<file path="src/rtl/kypd_pkg.sv">
// rtl/kypd_pkg.sv - shared types, column drive constants and key map for the keypad scanner
package kypd_pkg;

    typedef enum logic [1:0] {
        RES_NONE   = 2'd0,
        RES_SINGLE = 2'd1,
        RES_MULTI  = 2'd2
    } res_kind_t;

    // code is forced to 0 for NONE/MULTI so whole-struct equality is meaningful
    typedef struct packed {
        res_kind_t  kind;
        logic [3:0] code;
    } frame_res_t;

    typedef enum logic [1:0] {
        ST_RELEASED = 2'd0,
        ST_PRESSED  = 2'd1,
        ST_ROLL     = 2'd2
    } key_state_t;

    localparam logic [3:0] COL_IDLE = 4'b1111;
    localparam logic [3:0] COL_0    = 4'b1110;
    localparam logic [3:0] COL_1    = 4'b1101;
    localparam logic [3:0] COL_2    = 4'b1011;
    localparam logic [3:0] COL_3    = 4'b0111;

    // nibble index is {row, col}
    localparam logic [63:0] KEY_MAP = 64'hDEF0_C987_B654_A321;

    function automatic logic [3:0] key_hex(input logic [1:0] row, input logic [1:0] col);
        return KEY_MAP[{row, col, 2'b00} +: 4];
    endfunction

    function automatic logic [3:0] col_drive(input logic [1:0] idx);
        case (idx)
            2'd0:    return COL_0;
            2'd1:    return COL_1;
            2'd2:    return COL_2;
            default: return COL_3;
        endcase
    endfunction

endpackage

</file>
<file path="src/rtl/kypd_frame_debounce.sv">
// rtl/kypd_frame_debounce.sv - requires N identical frame results before reporting them
module kypd_frame_debounce
    import kypd_pkg::*;
#(
    parameter int DEBOUNCE_SCANS = 4
) (
    input  logic       CLK,
    input  logic       RESET,
    input  frame_res_t frame_res,
    input  logic       frame_end,
    output frame_res_t deb_res,
    output logic       deb_strobe
);
    localparam int CW = $clog2(DEBOUNCE_SCANS + 1);
    localparam logic [CW-1:0] CNT_MAX = CW'(DEBOUNCE_SCANS);

    frame_res_t    prev;
    logic [CW-1:0] count;
    logic [CW-1:0] next_count;

    always_comb begin
        next_count = CW'(1);
        if (frame_res == prev) begin
            next_count = (count == CNT_MAX) ? CNT_MAX : count + CW'(1);
        end
    end

    assign deb_strobe = frame_end && (next_count == CNT_MAX);
    assign deb_res    = frame_res;

    always_ff @(posedge CLK) begin
        if (RESET) begin
            prev  <= '{kind: RES_NONE, code: 4'h0};
            count <= '0;
        end else if (frame_end) begin
            prev  <= frame_res;
            count <= next_count;
        end
    end

endmodule

</file>
<file path="src/rtl/kypd_scan_core.sv">
// rtl/kypd_scan_core.sv - 4x4 keypad column scanner with frame debounce and press/release pulses
module kypd_scan_core
    import kypd_pkg::*;
#(
    parameter int CLK_FREQUENCY_HZ   = 50000000,
    parameter int SCAN_PERIOD_CYCLES = CLK_FREQUENCY_HZ / 1000,
    parameter int DEBOUNCE_SCANS     = 4
) (
    input  logic       CLK,
    input  logic       RESET,
    input  logic [3:0] ROW,
    output logic [3:0] COL,
    output logic [3:0] KEY_CODE,
    output logic       KEY_VALID,
    output logic       KEY_PRESS,
    output logic       KEY_RELEASE,
    output logic       MULTI_KEY
);
    localparam int TW = $clog2(SCAN_PERIOD_CYCLES);
    localparam logic [TW-1:0] TMAX = TW'(SCAN_PERIOD_CYCLES - 1);

    logic [3:0]    row_meta, row_sync;
    logic          running;
    logic [TW-1:0] timer;
    logic [1:0]    col_idx;
    logic [1:0]    acc_hits;
    logic [3:0]    acc_code;
    logic          sample, frame_end;
    logic [3:0]    row_low;
    logic [2:0]    col_cnt, sum;
    logic [1:0]    row_sel, hits_next;
    logic [3:0]    code_next;
    frame_res_t    frame_res, deb_res;
    logic          deb_strobe;
    key_state_t    state;
    logic [3:0]    pend_code;

    assign sample    = running && (timer == TMAX);
    assign frame_end = sample && (col_idx == 2'd3);
    assign row_low   = ~row_sync;

    always_comb begin
        col_cnt = 3'(row_low[0]) + 3'(row_low[1]) + 3'(row_low[2]) + 3'(row_low[3]);
        row_sel = 2'd0;
        if      (row_low[0]) row_sel = 2'd0;
        else if (row_low[1]) row_sel = 2'd1;
        else if (row_low[2]) row_sel = 2'd2;
        else if (row_low[3]) row_sel = 2'd3;
        sum       = {1'b0, acc_hits} + col_cnt;
        hits_next = (sum >= 3'd2) ? 2'd2 : sum[1:0];
        code_next = (col_cnt == 3'd1) ? key_hex(row_sel, col_idx) : acc_code;
        frame_res = '{kind: RES_NONE, code: 4'h0};
        if (hits_next == 2'd1) frame_res = '{kind: RES_SINGLE, code: code_next};
        else if (hits_next == 2'd2) frame_res = '{kind: RES_MULTI, code: 4'h0};
    end

    always_ff @(posedge CLK) begin
        if (RESET) begin
            row_meta <= 4'hF;
            row_sync <= 4'hF;
            running  <= 1'b0;
            timer    <= '0;
            col_idx  <= 2'd0;
            COL      <= COL_IDLE;
            acc_hits <= 2'd0;
            acc_code <= 4'h0;
        end else begin
            row_meta <= ROW;
            row_sync <= row_meta;
            // first cycle out of reset only starts the walk so column 0 gets a full period
            if (!running) begin
                running <= 1'b1;
                COL     <= COL_0;
            end else if (timer == TMAX) begin
                timer   <= '0;
                col_idx <= col_idx + 2'd1;
                COL     <= col_drive(col_idx + 2'd1);
            end else begin
                timer <= timer + TW'(1);
            end
            if (sample) begin
                if (col_idx == 2'd3) begin
                    acc_hits <= 2'd0;
                    acc_code <= 4'h0;
                end else begin
                    acc_hits <= hits_next;
                    acc_code <= code_next;
                end
            end
        end
    end

    kypd_frame_debounce #(
        .DEBOUNCE_SCANS(DEBOUNCE_SCANS)
    ) u_debounce (
        .CLK       (CLK),
        .RESET     (RESET),
        .frame_res (frame_res),
        .frame_end (frame_end),
        .deb_res   (deb_res),
        .deb_strobe(deb_strobe)
    );

    always_ff @(posedge CLK) begin
        if (RESET) begin
            state       <= ST_RELEASED;
            pend_code   <= 4'h0;
            KEY_CODE    <= 4'h0;
            KEY_VALID   <= 1'b0;
            KEY_PRESS   <= 1'b0;
            KEY_RELEASE <= 1'b0;
            MULTI_KEY   <= 1'b0;
        end else begin
            KEY_PRESS   <= 1'b0;
            KEY_RELEASE <= 1'b0;
            if (deb_strobe) MULTI_KEY <= (deb_res.kind == RES_MULTI);
            case (state)
                ST_RELEASED: begin
                    if (deb_strobe && deb_res.kind == RES_SINGLE) begin
                        state     <= ST_PRESSED;
                        KEY_CODE  <= deb_res.code;
                        KEY_VALID <= 1'b1;
                        KEY_PRESS <= 1'b1;
                    end
                end
                ST_PRESSED: begin
                    if (deb_strobe && deb_res.kind != RES_SINGLE) begin
                        state       <= ST_RELEASED;
                        KEY_VALID   <= 1'b0;
                        KEY_RELEASE <= 1'b1;
                    end else if (deb_strobe && deb_res.code != KEY_CODE) begin
                        state       <= ST_ROLL;
                        pend_code   <= deb_res.code;
                        KEY_VALID   <= 1'b0;
                        KEY_RELEASE <= 1'b1;
                    end
                end
                default: begin
                    // roll-over: release of the old key was shown last cycle
                    state     <= ST_PRESSED;
                    KEY_CODE  <= pend_code;
                    KEY_VALID <= 1'b1;
                    KEY_PRESS <= 1'b1;
                end
            endcase
        end
    end

endmodule

</file>
<file path="config.mk">
export PLATFORM = sky130hd
export DESIGN_NAME = kypd_scan_core
export DESIGN_NICKNAME = d
export VERILOG_FILES = /design/src/rtl/kypd_pkg.sv /design/src/rtl/kypd_frame_debounce.sv /design/src/rtl/kypd_scan_core.sv
export SDC_FILE = /design/constraint.sdc
export NUM_CORES = 1
export LEC_CHECK = 0
export ABC_AREA = 1
export CAP_MARGIN = 5
export CORE_MARGIN = 2
export CORE_UTILIZATION = 57
export DETAILED_ROUTE_END_ITERATION = 12
export DONT_BUFFER_PORTS = 1
export PLACE_DENSITY_LB_ADDON = 0.15
export SLEW_MARGIN = 25
export SYNTH_ARGS = -nofsm -noshare
export SYNTH_HDL_FRONTEND = slang
export SYNTH_SLANG_ARGS = --single-unit
export TNS_END_PERCENT = 30
</file>
<file path="constraint.sdc">
create_clock -name CLK -period 3.52 [get_ports CLK]
set_input_delay 0.704 -clock CLK [delete_from_list [all_inputs] [get_ports CLK]]
set_output_delay 0.704 -clock CLK [all_outputs]
set_load 0.1 [all_outputs]
</file>
==> results.sh <==
export IMPL_run_status="complete, but fails checks"
export IMPL_failed_checks="setup timing"
export IMPL_dp_hpwl_um=4240
export IMPL_crit_arrival_ps=3750
export IMPL_postSynth_asyncResetShare_pct=0
export IMPL_grt_pass1_wl_um=10470
export IMPL_rows=26
export IMPL_critPathTopFamily="simple AND/OR/NAND/NOR gates"
export IMPL_num_antenna_cells=0
export IMPL_synth_distinct_cells=38
export IMPL_rsz0062_at_grt="yes"
export IMPL_gp_congestion=0.7997
export IMPL_synth_nets=427
export IMPL_drv_slew=0
export IMPL_synth_flop_cell="dfxtp_1"
export IMPL_p_leak_nw=1.570
export IMPL_synth_edf_count=0
export IMPL_nets=454
export IMPL_end_kind="flop"
export IMPL_dr_first_iter_drc_count=129
export IMPL_routedWlPerCell_um=11.58
export IMPL_synthMuxAreaShare_pct=0
export IMPL_syn_cell_area_um2=2995
export IMPL_final_cell_mix="nand2_1 (65), inv_1 (58), dfxtp_1 (57), nor2_1 (44)"
export IMPL_antenna_found_initial=0
export IMPL_setup_viol=3
export IMPL_drive_above_1_share_pct=19.82
export IMPL_cts_tree="done"
export IMPL_design_power_total_mw=1.443
export IMPL_period_minus_slack_ps=3525
export IMPL_clock_latency_ps=330
export IMPL_die_area_um2=5851
export IMPL_hold_path_class="flop to flop"
export IMPL_die_h_um=76.49
export IMPL_peakVddDrop_mv=0.2140
export IMPL_ios=18
export IMPL_gr_total_overflow=0
export IMPL_slew_headroom_pct=34.75
export IMPL_final_common_cell="nand2_1"
export IMPL_ys_seq_area_share_pct=39.43
export IMPL_power_density_nw_per_um2=416.6
export IMPL_worst_slew_pin_slew_ps=977.4
export IMPL_num_vias=2528
export IMPL_cts_max_level=3
export IMPL_io_buffers=0
export IMPL_core_area_um2=5075
export IMPL_synth_area_leaders="dfxtp_1 (39%), nand2_1 (8.4%), inv_1 (7.6%)"
export IMPL_synth_seq_cells=59
export IMPL_ant_nets=0
export IMPL_initial_core_util_pct=59.02
export IMPL_hold_worst_slack_ps=408.2
export IMPL_grt_pass1_vias=2437
export IMPL_drv_cap=0
export IMPL_yosys_warnings=0
export IMPL_path_clk_slew_ps=70
export IMPL_clk_path_buf_depth=2
export IMPL_crit_type="flop to flop"
export IMPL_crit_path_start_kind="flop"
export IMPL_synth_top_area_cell="dfxtp_1"
export IMPL_grt_max_degree=22
export IMPL_totalWireLength_um=5892
export IMPL_synth_top_cell_area_share_pct=39.43
export IMPL_drcViolationCount=0
export IMPL_synthXorXnorAreaFrac_pct=1.754
export IMPL_critical_path_max_stage_delay_ps=510
export IMPL_yosys_area_share_simple_pct=29.24
export IMPL_worst_path_buf_inv=3
export IMPL_fmax_mhz=283.7
export IMPL_fin_skew_ps=6.857
export IMPL_crit_fanout=8
export IMPL_cts_made_buffers=9
export IMPL_synthCells=407
export IMPL_first_pass_iters=4
export IMPL_finalHoldViolations=0
export IMPL_track_usage_pct=22.41
export IMPL_numClockSinks=59
export IMPL_fillCellCount=457
export IMPL_root_buffer="clkbuf_8"
export IMPL_avgSynthCellArea_um2=7.360
export IMPL_die_w_um=76.49
export IMPL_syn_to_final_growth_pct=15.62
export IMPL_final_setup_worst_slack_ps=-4.693
export IMPL_vias_per_cell=4.967
export IMPL_cp_cell_sequence="inv_2 > fa_1 > ha_4 > ha_4 > fa_2 > nor2_2 > nand2_2 > nor2_4 > inv_4 > a21oi_4 > nand3_2 > clkinv_2 > nand2_2 > nor2_4 > nand4_1 > nor2_2 > nand4_1 > nor2_1 > nor2_1"
export IMPL_synth_adder_area_share_pct=6.349
export IMPL_period_share_pct=100.1
export IMPL_slowest_stage="fa_1"
export IMPL_synth_top_family_by_area="simple AND/OR/NAND/NOR gates"
export IMPL_synth_compound_area_share_pct=12.36
export IMPL_cp_data_required_time_ps=3750
[kinds of logic (layout without fill, tap and decap cells)]
kind of cell	count (synthesis)	in the layout
buffers and inverters	78	110
and+or+nand+nor	186	186
AOI/OAI and AO/OA	64	64
adders and majority gates	14	14
xor gates and xnor gates	6	6
DFF	59	59
[cells in the mapped netlist, drive strengths merged (4+ instances only)]
cell / instances
nor3: 7
nor2: 51
ha: 12
o22ai: 4
o21ai: 25
nand4: 13
a21oi: 25
or2: 8
o211ai: 4
nand3: 25
clkbuf: 6
nand2: 78
xor2: 4
inv: 68
dfxtp: 59
[stage by stage]
step | setup slack [ps] | instances | util (%) | instance area (um^2) | TNS, ps
final | -4.693 | 509 | 68.24 | 3463 | -6.022
after detailed placement | -96.16 | 489 | 62.52 | 3173 | -451.7
after global routing | -253.7 | 509 | 68.24 | 3463 | -2042
after global placement | 7.139 | 489 | 62.52 | 3173 | 0
after CTS | -48.17 | 508 | 67.83 | 3442 | -141.4
after floorplan | 63.83 | 407 | - | 2995 | 0
[worst paths after layout]
kind	slack (ps)	end	from	depth (start not counted)
setup / recovery	-5	pend_code[2]$_SDFFE_PP0P_	row_sync[0]$_SDFF_PP1_	19
hold / removal	410	row_sync[1]$_SDFF_PP1_	row_meta[1]$_SDFF_PP1_	1
setup reg to reg	-5	pend_code[2]$_SDFFE_PP0P_	row_sync[0]$_SDFF_PP1_	19
hold reg to reg	410	row_sync[1]$_SDFF_PP1_	row_meta[1]$_SDFF_PP1_	1
[state kept, by name (all words and copies together), names as in the netlist, 2 cells and up]
signal,cells
col_idx,2
KEY_CODE,4
acc_hits,2
COL,4
pend_code,4
row_sync,4
state,2
acc_code,4
u_debounce.count,3
timer,16
u_debounce.prev,6
row_meta,4
[area by class of cell]
class / instances / area [um^2] / area share (%)
clock buffers: 14 / 152.6 / 4.408
clock inverters: 2 / 35.03 / 1.012
inverters: 70 / 266.5 / 7.695
multi-input cells: 270 / 1558 / 44.98
flip-flops and latches: 59 / 1184 / 34.18
well taps: 70 / 87.58 / 2.529
repair buffers: 24 / 180.2 / 5.202
[routing by layer]
metal  GRT usage [%]  up-vias  wire length, um
met5               0        -                0
met4           8.545        0               82
met3           6.635        9              186
met2           38.23       28             2869
met1           26.53     1135             2754
li1                -     1356                -
[repair_timing]
item                       4_1_cts  5_1_grt
resized for setup               13        7
hold buffers                     0        0
gates cloned                     0        0
setup endpoints to repair        8       13
pin swaps                       14       16
buffers inserted                 3        1
[power breakdown]
part	switching, mW	internal [mW]	leakage [nW]
Clock	0.249	0.346	0.0947
Combinational	0.0983	0.0639	0.997
Sequential	0.00978	0.676	0.478
Total	0.357	1.09	1.57
(Power assumes the default switching activity.)
